$ cat src/rtl/can_timing_pkg.sv
// Shared types, default widths and the majority voter for the CAN bit-timing stage.
package can_timing_pkg;

    typedef enum logic [1:0] {
        s_sync  = 2'd0,
        s_tseg1 = 2'd1,
        s_tseg2 = 2'd2
    } seg_t;

    localparam int BRP_W_DEF   = 6;
    localparam int TSEG1_W_DEF = 4;
    localparam int TSEG2_W_DEF = 3;
    localparam int SJW_W_DEF   = 2;

    function automatic logic majority3(input logic a, input logic b, input logic c);
        return (a & b) | (a & c) | (b & c);
    endfunction

endpackage

$ cat src/rtl/can_tq_prescaler.sv
// Divides clk into time quanta: tqTick is high on the last clk of every (brp+1)-clk quantum.
module can_tq_prescaler #(
    parameter int BRP_W = 6
) (
    input  logic             clk,
    input  logic             resetN,
    input  logic             clear,
    input  logic [BRP_W-1:0] brp,
    output logic             tqTick
);

    logic [BRP_W-1:0] preCnt;

    assign tqTick = (preCnt == brp);

    // NOTE: state registers use non-blocking assignments so every flop samples pre-edge values.
    always_ff @(posedge clk or negedge resetN) begin
        if (!resetN) begin
            preCnt <= '0;
        end else if (clear || tqTick) begin
            preCnt <= '0;
        end else begin
            preCnt <= preCnt + 1'b1;
        end
    end

endmodule

$ cat src/rtl/can_bit_sampler.sv
// CAN bit timing: synchronises rxIn, tracks SYNC/TSEG1/TSEG2 with hard sync and
// SJW-limited resync, and produces samplePulse/dOut/bitStart for the interframe detector.
module can_bit_sampler
    import can_timing_pkg::*;
#(
    parameter int BRP_W   = BRP_W_DEF,
    parameter int TSEG1_W = TSEG1_W_DEF,
    parameter int TSEG2_W = TSEG2_W_DEF,
    parameter int SJW_W   = SJW_W_DEF
) (
    input  logic               clk,
    input  logic               resetN,
    input  logic               rxIn,
    input  logic               rateSelector,
    input  logic               hardSyncEn,
    input  logic [BRP_W-1:0]   brp,
    input  logic [TSEG1_W-1:0] tseg1,
    input  logic [TSEG2_W-1:0] tseg2,
    input  logic [SJW_W-1:0]   sjw,
    output logic               samplePulse,
    output logic               dOut,
    output logic               bitStart
);

    localparam int CNT_W = ((TSEG1_W > TSEG2_W) ? TSEG1_W : TSEG2_W) + 1;
    localparam int CW1   = CNT_W + 1;
    localparam int EXT_W = SJW_W + 1;

    logic rxMeta, rxSync, rxPrev, fallEdge;
    logic tqTick, hardSync, resyncEv, remSmall, jumpNow, enterBit, finalPulse;
    seg_t state, nextState;
    logic [CNT_W-1:0] tqCnt, nextCnt, t1End, t2End;
    logic [EXT_W-1:0] ext;
    logic t2Cut, earlyJump, resyncDone;
    logic [1:0] smp;

    logic [BRP_W-1:0]   brpLat, brpEff;
    logic [TSEG1_W-1:0] tseg1Lat, tseg1Eff;
    logic [TSEG2_W-1:0] tseg2Lat, tseg2Eff;
    logic [SJW_W-1:0]   sjwLat, sjwEff;
    logic               rateLat, rateEff;

    always_ff @(posedge clk or negedge resetN) begin
        if (!resetN) begin
            rxMeta <= 1'b1;
            rxSync <= 1'b1;
            rxPrev <= 1'b1;
        end else begin
            rxMeta <= rxIn;
            rxSync <= rxMeta;
            rxPrev <= rxSync;
        end
    end

    assign fallEdge = rxPrev & ~rxSync;
    assign hardSync = fallEdge & hardSyncEn;
    assign resyncEv = fallEdge & ~hardSyncEn & ~resyncDone;

    // Config is transparent during SYNC and frozen for the rest of the bit.
    assign brpEff   = (state == s_sync) ? brp          : brpLat;
    assign tseg1Eff = (state == s_sync) ? tseg1        : tseg1Lat;
    assign tseg2Eff = (state == s_sync) ? tseg2        : tseg2Lat;
    assign sjwEff   = (state == s_sync) ? sjw          : sjwLat;
    assign rateEff  = (state == s_sync) ? rateSelector : rateLat;

    // NOTE: the config holding registers get a reset value even though SYNC reloads them,
    // so no X can reach the comparators in the first cycle after reset.
    always_ff @(posedge clk or negedge resetN) begin
        if (!resetN) begin
            brpLat   <= '0;
            tseg1Lat <= '0;
            tseg2Lat <= '0;
            sjwLat   <= '0;
            rateLat  <= 1'b0;
        end else if (state == s_sync) begin
            brpLat   <= brp;
            tseg1Lat <= tseg1;
            tseg2Lat <= tseg2;
            sjwLat   <= sjw;
            rateLat  <= rateSelector;
        end
    end

    can_tq_prescaler #(.BRP_W(BRP_W)) uPrescaler (
        .clk    (clk),
        .resetN (resetN),
        .clear  (hardSync),
        .brp    (brpEff),
        .tqTick (tqTick)
    );

    assign t1End    = CNT_W'(tseg1Eff) + CNT_W'(ext);
    assign t2End    = t2Cut ? CNT_W'(tseg2Eff) - CNT_W'(sjwEff) - CNT_W'(1) : CNT_W'(tseg2Eff);
    // rem = tseg2 - tqCnt < sjw+1, rearranged so nothing goes negative.
    assign remSmall = CW1'(tseg2Eff) <= CW1'(tqCnt) + CW1'(sjwEff);
    assign jumpNow  = earlyJump | (resyncEv & (state == s_tseg2) & remSmall);

    always_ff @(posedge clk or negedge resetN) begin
        if (!resetN) begin
            state    <= s_sync;
            tqCnt    <= '0;
            bitStart <= 1'b0;
        end else begin
            state    <= nextState;
            tqCnt    <= nextCnt;
            bitStart <= enterBit;
        end
    end

    // NOTE: every output of a combinational block gets a default first, so no path infers a latch.
    always_comb begin
        nextState = state;
        nextCnt   = tqCnt;
        enterBit  = 1'b0;
        if (hardSync) begin
            nextState = s_tseg1;
            nextCnt   = '0;
            enterBit  = 1'b1;
        end else if (tqTick) begin
            case (state)
                s_sync: begin
                    nextState = s_tseg1;
                    nextCnt   = '0;
                end
                s_tseg1: begin
                    if (tqCnt == t1End) begin
                        nextState = s_tseg2;
                        nextCnt   = '0;
                    end else begin
                        nextCnt = tqCnt + 1'b1;
                    end
                end
                s_tseg2: begin
                    if (jumpNow) begin
                        nextState = s_tseg1;
                        nextCnt   = '0;
                        enterBit  = 1'b1;
                    end else if (tqCnt >= t2End) begin
                        nextState = s_sync;
                        nextCnt   = '0;
                        enterBit  = 1'b1;
                    end else begin
                        nextCnt = tqCnt + 1'b1;
                    end
                end
                default: begin
                    nextState = s_sync;
                    nextCnt   = '0;
                end
            endcase
        end
    end

    always_comb begin
        samplePulse = 1'b0;
        finalPulse  = 1'b0;
        if (tqTick && !hardSync && state == s_tseg1) begin
            if (rateEff) begin
                samplePulse = (CW1'(tqCnt) + CW1'(2) >= CW1'(t1End)) && (tqCnt <= t1End);
            end else begin
                samplePulse = (tqCnt == t1End);
            end
            finalPulse = samplePulse && (tqCnt == t1End);
        end
    end

    always_ff @(posedge clk or negedge resetN) begin
        if (!resetN) begin
            ext        <= '0;
            t2Cut      <= 1'b0;
            earlyJump  <= 1'b0;
            resyncDone <= 1'b0;
        end else if (hardSync || enterBit) begin
            ext        <= '0;
            t2Cut      <= 1'b0;
            earlyJump  <= 1'b0;
            resyncDone <= 1'b0;
        end else if (resyncEv) begin
            resyncDone <= 1'b1;
            if (state == s_tseg1) begin
                ext <= (tqCnt < CNT_W'(sjwEff)) ? EXT_W'(tqCnt) + EXT_W'(1)
                                                : EXT_W'(sjwEff) + EXT_W'(1);
            end else if (state == s_tseg2) begin
                if (remSmall) earlyJump <= 1'b1;
                else          t2Cut     <= 1'b1;
            end
        end
    end

    always_ff @(posedge clk or negedge resetN) begin
        if (!resetN) begin
            smp  <= 2'b11;
            dOut <= 1'b1;
        end else if (samplePulse) begin
            smp <= {smp[0], rxSync};
            if (finalPulse) begin
                dOut <= rateEff ? majority3(smp[1], smp[0], rxSync) : rxSync;
            end
        end
    end

endmodule

$ cat config.mk
export PLATFORM = sky130hd
export DESIGN_NAME = can_bit_sampler
export DESIGN_NICKNAME = d
export VERILOG_FILES = /design/src/rtl/can_timing_pkg.sv /design/src/rtl/can_tq_prescaler.sv /design/src/rtl/can_bit_sampler.sv
export SDC_FILE = /design/constraint.sdc
export NUM_CORES = 1
export LEC_CHECK = 0
export ABC_AREA = 1
export BUFFER_PORTS_ARGS = -buffer_cell sky130_fd_sc_hd__clkbuf_2
export CORE_AREA = 2 2 105 107
export DETAILED_ROUTE_END_ITERATION = 8
export DIE_AREA = 0 0 107 109
export GPL_TIMING_DRIVEN = 0
export SKIP_LAST_GASP = 1
export SLEW_MARGIN = 20
export SYNTH_ARGS = -nofsm -noshare
export SYNTH_HDL_FRONTEND = slang
export SYNTH_HIERARCHICAL = 1
export SYNTH_SLANG_ARGS = --single-unit
$ cat constraint.sdc
create_clock -name clk -period 4.1 [get_ports clk]
set_clock_uncertainty 0.05 [all_clocks]
set_input_delay 1.025 -clock clk [delete_from_list [all_inputs] [get_ports clk]]
set_output_delay 1.025 -clock clk [all_outputs]
set_load 0.03 [all_outputs]
==> results.json, run 1 <==
{
  "routed-wl-met3_um": 184,
  "power_leakage_nw": 1.993,
  "ios": 23,
  "max_stage_delay_ns": 0.36,
  "clock_path_buffers": 2,
  "grt_usage": 0.1249,
  "crit_chain": "clkbuf_2, nand2_1, nand2_4, ha_4, fa_2, nand2_1, inv_2, o21ai_4, ha_4, nand2_2, o21bai_1, nand4_1, a21oi_2, nand2_4, inv_4, buf_8",
  "dpl.hpwl_um": 4875,
  "cts_tree": "built",
  "finalMaxSlewViolations": 0,
  "grt_max_degree": 43,
  "async_flop_share": 1.000,
  "utilization": 0.3638,
  "nFillCells": 1062,
  "critPathTopFamily": "adder cells",
  "post_drt_wl_per_cell_um": 11.57,
  "grt_pass1_vias": 2566,
  "antenna_found_initial": 0,
  "start_kind": "primary input",
  "grt.overflow.total": 0,
  "failed_checks": "negative setup slack",
  "syn_to_final_growth_pct": 25.38,
  "root_buffer": "clkbuf_8",
  "place.gp.congestion": 0.8159,
  "avgSynthCellArea_um2": 7.991,
  "setup_violations": 1,
  "grt_pass1_wl_um": 11590,
  "synth_nets": 443,
  "fp-row-count": 38,
  "finalWorstSetupSlack_ns": -0.08271,
  "die_w_um": 107,
  "remaining_drc_errors": 0,
  "layout-drive-gt1-share": 0.3054,
  "synth_area_um2": 3077,
  "synth_cell_types": 41,
  "yosys_warnings": 6,
  "die_y_um": 109,
  "n_antenna_cell": 0,
  "cts_made_buffers": 5,
  "wl_met1_um": 3003,
  "met2WireLength_um": 3380,
  "synth-edff-count": 0,
  "num_vias": 2549,
  "worstPathRequired_ns": 3.02,
  "htree_levels": 2,
  "tightest_slew_ns": 0.9596,
  "grt_setup_unrepaired": "true",
  "hold_path.class": "reg -> reg",
  "top_layer_used": "met4",
  "layout_commonest_cell": "nand2_1",
  "portBuffers": 22,
  "path_class": "in -> out",
  "via_per_inst": 4.380,
  "die-area_um2": 11660,
  "critPathSlowestCell": "fa_2",
  "ir_drop_v": 0.0003070,
  "yosys_register_bits": 42,
  "first_pass_iters": 4,
  "total_power_mw": 2.656,
  "outcome": "complete, but fails checks",
  "most-common-layout-cells": "nand2_1, inv_1, dfrtp_1, ha_1, buf_4",
  "synth_top_flop_cell": "dfrtp_1",
  "synth_seq_area_share": 0.3440,
  "timing.hold.ws_ns": 0.3078,
  "ant_nets": 0,
  "initial_core_util": 0.2902,
  "clk_pin_slew_ns": 0.08,
  "cts_sinks": 42,
  "maxCapViolCount": 0,
  "power_density_nw_per_um2": 688.7,
  "finalHoldViolCount": 0,
  "fmax_mhz": 239.1,
  "end_kind": "output pin",
  "drt-total-wl_um": 6732,
  "timing.setup.tns_ns": -0.08271,
  "syn_inst": 385,
  "path_buf_inv": 4,
  "fin_nets": 499,
  "coreArea_um2": 10600,
  "arrival_ns": 3.11,
  "insertion_delay_ns": 0.29,
  "fin_crit_ns": 4.183,
  "drt_iter0_drc": 99,
  "period_share": 1.020,
  "slew_headroom": 0.3602,
  "worstPathMaxFanout": 3
}
cells by family (layout without fill, tap and decap cells):
| kind of cell | Yosys count | count (layout) | synth area share |
|---|---|---|---|
| buffers and inverters | 65 | 122 | 0.09028 |
| xor gates and xnor gates | 11 | 11 | 0.03131 |
| DFF | 42 | 42 | 0.3440 |
| adders and majority gates | 38 | 38 | 0.1619 |
| and+or+nand+nor | 188 | 188 | 0.2826 |
| AOI/OAI and AO/OA | 41 | 41 | 0.08988 |
flip-flops by register name, summed over array words and instances, names as in the netlist:
register,count
brpLat,6
uPrescaler/preCnt,6
tqCnt,5
tseg1Lat,4
ext,3
tseg2Lat,3
sjwLat,2
smp,2
state,2
bitStart,1
dOut,1
earlyJump,1
rateLat,1
resyncDone,1
rxMeta,1
rxPrev,1
rxSync,1
t2Cut,1
metrics by stage:
stage / instances / worst slack (ns) / area [um^2]
floorplan: 385 / 0.05469 / 3077
global placement: 547 / -0.7191 / 3362
detailed placement: 547 / -0.7743 / 3362
CTS: 574 / -0.2089 / 3719
global route: 582 / -0.2385 / 3857
finish: 582 / -0.08271 / 3857
layout make-up:
cell class              instances  area, um^2  area share
inverters                      59       234.0     0.06066
plain buffers                   5       66.31     0.01719
flip-flops and latches         42        1059      0.2744
clock inverters                 1       30.03    0.007785
repair buffers                 50       342.8     0.08887
well taps                     140       175.2     0.04541
multi-input cells             278        1864      0.4833
clock buffers                   7       86.33     0.02238
cells in the mapped netlist, types with 2 or more instances:
cell type | instances | area [um^2]
nor2_2 | 6 | 37.54
o21ai_4 | 2 | 32.53
nand2_1 | 117 | 439.2
dfrtp_1 | 36 | 900.9
xnor2_1 | 4 | 35.03
o21ai_0 | 13 | 65.06
nor2_1 | 20 | 75.07
nand4_1 | 6 | 37.54
nand3_2 | 3 | 30.03
nand3_1 | 15 | 75.07
nand2_2 | 8 | 50.05
a21oi_1 | 6 | 30.03
nand2b_1 | 2 | 12.51
dfstp_2 | 6 | 157.7
inv_4 | 4 | 25.02
xor2_1 | 7 | 61.31
inv_2 | 6 | 22.52
nand2_4 | 3 | 33.78
clkbuf_1 | 2 | 7.510
buf_6 | 3 | 33.78
a21oi_2 | 6 | 52.55
o21ai_1 | 6 | 30.03
inv_1 | 49 | 183.9
ha_1 | 35 | 437.9
fa_1 | 3 | 60.06
nor2_4 | 2 | 22.52
power by group:
part	internal [mW]	total, mW	switching, mW
clock network	0.199	0.343	0.144
registers	0.545	0.621	0.0759
logic	0.716	1.69	0.976
what timing repair did:
action | CTS | global route
gates resized for setup | 24 | 19
hold buffers | 0 | 0
pin swaps | 10 | 15
setup endpoints to repair | 1 | 15
setup buffers | 20 | 8
final timing paths:
| kind | from | end | slack, ns | cells after the start |
|---|---|---|---|---|
| setup / recovery | tseg1[0] | samplePulse | -0.08 | 16 |
| hold / removal | rxMeta | rxSync | 0.31 | 0 |
| setup reg to reg | state[0] | ext[2] | 0.30 | 20 |
| hold reg to reg | rxMeta | rxSync | 0.31 | 0 |
| max in group asynchronous | resetN | tseg1Lat[3] | 2.58 | 1 |
| min in group asynchronous | resetN | brpLat[4] | 0.83 | 1 |
routing by layer:
metal | global-route usage | up-vias
li1 | - | 1329
met1 | 0.1471 | 1181
met2 | 0.2284 | 30
met3 | 0.02331 | 9
met4 | 0.04174 | 0
met5 | 0 | -
No activity file was read; power rests on OpenSTA's default activity.
==> run 2: changes to the inputs <==
Settings changed: RECOVER_POWER set to 25.
==> run 2 against run 1 <==
  * First-iteration DRC count unchanged
  * Critical path depth did not move
  * Die area stayed put
  * Wire length did not move
  * Sequential share of layout area stayed put
  * The run still ends with negative setup slack left
  * Critical endpoint unchanged
  * Utilization is the same
  * Critical path type unchanged
==> results.json, run 2 (same netlist as run 1, synthesis figures left out) <==
{
  "outcome": "complete, but fails checks",
  "failed_checks": "negative setup slack",
  "power_leakage_nw": 1.993,
  "clk_pin_slew_ns": 0.08,
  "ant_nets": 0,
  "nFillCells": 1062,
  "syn_to_final_growth_pct": 25.38,
  "grt_usage": 0.1249,
  "portBuffers": 22,
  "fin_crit_ns": 4.183,
  "fp-row-count": 38,
  "tightest_slew_ns": 0.9597,
  "reg_top3": "brpLat x6, uPrescaler/preCnt x6, tqCnt x5",
  "timing.setup.tns_ns": -0.08271,
  "preCtsSetupSlack_ns": -0.7743,
  "die_y_um": 109,
  "drt-total-wl_um": 6732,
  "grt_pass1_vias": 2566,
  "layout-drive-gt1-share": 0.3032,
  "total_power_mw": 2.656,
  "hold_buffers": 0,
  "p_comb_frac": 0.637,
  "worstPathRequired_ns": 3.02,
  "ir_drop_v": 0.0003070,
  "post_drt_wl_per_cell_um": 11.57,
  "critPathSlowestCell": "fa_2",
  "cts_made_buffers": 5,
  "n_antenna_cell": 0,
  "finalHoldViolCount": 0,
  "arrival_ns": 3.11,
  "via_per_inst": 4.380,
  "start_kind": "primary input",
  "coreArea_um2": 10600,
  "grt.overflow.total": 0,
  "power_density_nw_per_um2": 688.6,
  "place.gp.congestion": 0.8159,
  "end_kind": "output pin",
  "p_switching_mw": 1.196,
  "period_share": 1.020,
  "pwr-share-seq": 0.234,
  "path_class": "in -> out",
  "clock_power_share": 0.129,
  "dpl.hpwl_um": 4875,
  "initial_core_util": 0.2902,
  "remaining_drc_errors": 0,
  "cts_sinks": 42,
  "num_vias": 2549,
  "finalWorstSetupSlack_ns": -0.08271,
  "antenna_found_initial": 0,
  "most-common-layout-cells": "nand2_1, inv_1, dfrtp_1, ha_1, buf_4",
  "clock_path_buffers": 2,
  "dpl.cell_count": 547,
  "hold_path.class": "reg -> reg",
  "root_buffer": "clkbuf_8",
  "first_pass_iters": 4,
  "p_int_mw": 1.460,
  "swShare": 0.4503,
  "worstPathMaxFanout": 3,
  "max_stage_delay_ns": 0.36,
  "grt_pass1_wl_um": 11590,
  "path_buf_inv": 4,
  "fin_nets": 499,
  "cts_tree": "built",
  "crit_chain": "clkbuf_2, nand2_1, nand2_4, ha_4, fa_2, nand2_1, inv_2, o21ai_4, ha_4, nand2_2, o21bai_1, nand4_1, a21oi_2, nand2_4, inv_4, buf_8",
  "die_w_um": 107,
  "slew_headroom": 0.3602,
  "htree_levels": 2,
  "ios": 23,
  "insertion_delay_ns": 0.29,
  "finalMaxSlewViolations": 0,
  "die-area_um2": 11660,
  "setup_violations": 1,
  "maxCapViolCount": 0,
  "fin_cells": 582,
  "postPlaceCellArea_um2": 3362,
  "grt_max_degree": 43,
  "grt_setup_unrepaired": "true",
  "fmax_mhz": 239.1,
  "drt_iter0_drc": 99,
  "final_cell_area_um2": 3857,
  "critPathTopFamily": "adder cells",
  "layout_commonest_cell": "nand2_1"
}
==> run 2: cell types whose count changed in the layout (fill, tap and decap cells not counted) <==
cell / delta
dfstp_1: +1
dfstp_2: -1
==> run 2: stage by stage <==
step / utilization / hold slack, ns
after floorplan: - / 0.2952
after global placement: 0.3171 / 0.2972
after detailed placement: 0.3171 / 0.2968
after CTS: 0.3507 / 0.3094
after global routing: 0.3638 / 0.3200
final: 0.3638 / 0.3131
==> run 2: area by class of cell <==
| cell class | count | area, um^2 | area share |
|---|---|---|---|
| buffer | 5 | 66.31 | 0.01719 |
| clock buffer | 7 | 86.33 | 0.02238 |
| clock inverter | 1 | 30.03 | 0.007785 |
| inverter | 59 | 234.0 | 0.06066 |
| multi-input combinational | 278 | 1864 | 0.4833 |
| sequential | 42 | 1059 | 0.2744 |
| tap | 140 | 175.2 | 0.04541 |
| timing repair buffer | 50 | 342.8 | 0.08887 |
==> run 2: power by group through the flow <==
stage                     Combinational, mW  Sequential, mW  Clock [mW]
after CTS                              1.60           0.618       0.355
after floorplan                        1.10           0.611           0
after global placement                 1.36           0.620           0
after detailed placement               1.40           0.625           0
after global routing                   1.94           0.635       0.373
final                                  1.69           0.621       0.343
==> run 2: final timing paths <==
path,from,endpoint,slack [ns],cells after the start
setup / recovery,tseg1[0],samplePulse,-0.08,16
hold / removal,rxMeta,rxSync,0.31,0
setup reg to reg,state[0],ext[2],0.30,20
hold reg to reg,rxMeta,rxSync,0.31,0
max in group asynchronous,resetN,tseg1Lat[3],2.58,1
min in group asynchronous,resetN,brpLat[4],0.83,1
==> run 2: timing repair <==
action	CTS	global route
setup endpoints to repair	1	15
buffers inserted	20	8
gates resized for setup	24	19
pin swaps	10	15
==> run 2: routing by layer <==
metal | GRT usage | share of wire | vias to the layer above
met3 | 0.02331 | 0.027 | 9
met5 | 0 | 0 | -
met4 | 0.04174 | 0.024 | 0
li1 | - | - | 1329
met2 | 0.2284 | 0.50 | 30
met1 | 0.1471 | 0.45 | 1181
==> run 3: changes to the inputs <==
--- a/config.mk
+++ b/config.mk
@@ -9,6 +9,7 @@
 export BUFFER_PORTS_ARGS = -buffer_cell sky130_fd_sc_hd__clkbuf_2
-export CORE_AREA = 2 2 105 107
+export CORE_AREA = 2 2 82 84
 export DETAILED_ROUTE_END_ITERATION = 8
-export DIE_AREA = 0 0 107 109
+export DIE_AREA = 0 0 84 86
 export GPL_TIMING_DRIVEN = 0
+export PLACE_DENSITY = 0.69
 export RECOVER_POWER = 25
--- a/constraint.sdc
+++ b/constraint.sdc
@@ -4,2 +4,2 @@
 set_output_delay 1.025 -clock clk [all_outputs]
-set_load 0.03 [all_outputs]
+set_load 0.01 [all_outputs]
==> run 3 against run 2 <==
  * The flow still finishes with violations (negative setup slack)
  * Sequential cell count unchanged
  * Sequential share of layout area up 1.7 points
  * Die area down 38%
  * Non-clock buffer count down 12
  * Power down 3.0%
  * Largest power group unchanged
==> results.json, run 3 (same netlist as run 1, synthesis figures left out) <==
{
  "end_kind": "output pin",
  "path_class": "reg -> out",
  "power_leakage_nw": 1.924,
  "pwr-share-seq": 0.242,
  "final_cell_area_um2": 3633,
  "hold_depth": 0,
  "tightest_slew_ns": 0.9587,
  "cts_made_buffers": 5,
  "clk_pin_slew_ns": 0.08,
  "grt_setup_unrepaired": "true",
  "failed_checks": "negative setup slack",
  "grt_max_degree": 43,
  "ir_drop_v": 0.0003721,
  "utilization": 0.5788,
  "grt_pass1_vias": 2545,
  "r2r_start": "state[0]",
  "crit_path_start": "state[0]",
  "fmax_mhz": 238.1,
  "finalWorstSetupSlack_ns": -0.09960,
  "max_stage_delay_ns": 0.41,
  "fin_cells": 507,
  "reg_top3": "brpLat x6, uPrescaler/preCnt x6, tqCnt x5",
  "finalHoldViolCount": 0,
  "cts_sinks": 42,
  "coreArea_um2": 6277,
  "n_antenna_cell": 0,
  "die_y_um": 86,
  "total_power_mw": 2.578,
  "drt-total-wl_um": 6662,
  "start_kind": "flop",
  "syn_to_final_growth_pct": 18.10,
  "timing.hold.ws_ns": 0.3104,
  "grt_usage": 0.2021,
  "hold_path.class": "reg -> reg",
  "portBuffers": 22,
  "die_w_um": 84,
  "post_drt_wl_per_cell_um": 13.14,
  "clock_path_buffers": 2,
  "most-common-layout-cells": "nand2_1, inv_1, dfrtp_1, ha_1",
  "r2r-end": "ext[0]",
  "ant_nets": 0,
  "r2r_slack_ns": 0.22,
  "insertion_delay_ns": 0.30,
  "period_share": 1.024,
  "power_density_nw_per_um2": 709.4,
  "swShare": 0.4605,
  "hold_buffers": 0,
  "via_per_inst": 5.036,
  "grt_pass1_wl_um": 11630,
  "critPathSlowestCell": "dfrtp_1",
  "grt.overflow.total": 0,
  "cts_tree": "built",
  "ios": 23,
  "layout_commonest_cell": "nand2_1",
  "timing.setup.tns_ns": -0.09960,
  "root_buffer": "clkbuf_8",
  "finalMaxSlewViolations": 0,
  "crit_chain": "inv_2, ha_4, inv_6, clkbuf_16, nand2_4, nand2_4, ha_4, fa_2, nand2_1, inv_1, o21ai_2, ha_1, nand2_1, o21bai_1, nand4_1, a21oi_2, nand2_2, inv_2, buf_6",
  "fin_crit_ns": 4.200,
  "initial_core_util": 0.4901,
  "setup_violations": 1,
  "worstPathMaxFanout": 4,
  "htree_levels": 2,
  "place.gp.congestion": 0.8360,
  "clock_power_share": 0.131,
  "p_switching_mw": 1.187,
  "preCtsSetupSlack_ns": -0.5673,
  "fin_nets": 487,
  "maxCapViolCount": 0,
  "worstPathRequired_ns": 3.02,
  "whs_endpoint": "rxSync",
  "postPlaceCellArea_um2": 3283,
  "outcome": "complete, but fails checks",
  "dpl.hpwl_um": 4874,
  "remaining_drc_errors": 0,
  "first_pass_iters": 4,
  "p_comb_frac": 0.627,
  "num_vias": 2553,
  "fp-row-count": 29,
  "arrival_ns": 3.12,
  "dpl.cell_count": 484,
  "die-area_um2": 7224,
  "antenna_found_initial": 0,
  "drt_iter0_drc": 138,
  "slew_headroom": 0.3608,
  "layout-drive-gt1-share": 0.2674,
  "min_from": "rxMeta",
  "r2r_cells": 21,
  "p_int_mw": 1.391
}
[run 3: cell types whose count changed in the layout (fill, tap and decap cells not counted), moves of 2 or more]
cell / delta
nor2_2: -2
nor2_1: +2
buf_4: -12
nand2_2: -4
nand2_1: +5
inv_4: -2
clkinv_2: +2
[run 3: power groups by stage]
stage	registers, mW	logic (mW)	clock network [mW]
2_1_floorplan	0.609	1.10	0
3_3_place_gp	0.623	1.34	0
4_1_cts	0.623	1.58	0.343
3_5_place_dp	0.629	1.40	0
6_report	0.623	1.62	0.338
5_1_grt	0.642	1.85	0.357
[run 3: worst max-delay path by stage]
stage               slack [ns]     endpoint
floorplan                 0.12  samplePulse
global placement         -0.50  samplePulse
detailed placement       -0.57  samplePulse
CTS                      -0.20  samplePulse
global route             -0.30  samplePulse
finish                    -0.1  samplePulse
[run 3: critical path: cells and delay by family (launching register included)]
kind                     cells  cell delay, ns
AO/OA/AOI/OAI                3            0.45
flip-flops                   1            0.41
AND/OR/NAND/NOR              6            0.48
buffers and inverters        6            0.49
adder cells (fa/ha/maj)      4            0.99
[run 3: per-layer routing]
layer | wire [um] | GRT usage
met1 | 3085 | 0.2772
met2 | 3085 | 0.3287
met3 | 346 | 0.03946
met4 | 144 | 0.05572
met5 | 0 | 0
[run 3: final cells by class]
cell class | count | area [um^2]
fillers | 587 | 2644
plain buffers | 5 | 66.31
inverters | 59 | 234.0
well taps | 77 | 96.34
clock inverters | 3 | 40.04
repair buffers | 38 | 249.0
flip-flops and latches | 42 | 1059
multi-input cells | 278 | 1821
clock buffers | 5 | 68.82
[run 3: what timing repair did]
action	4_1_cts	5_1_grt
resized for setup	22	7
pin swaps	10	12
buffers inserted	12	4
endpoints found under the hold margin	0	0
endpoints found under the setup margin	2	15
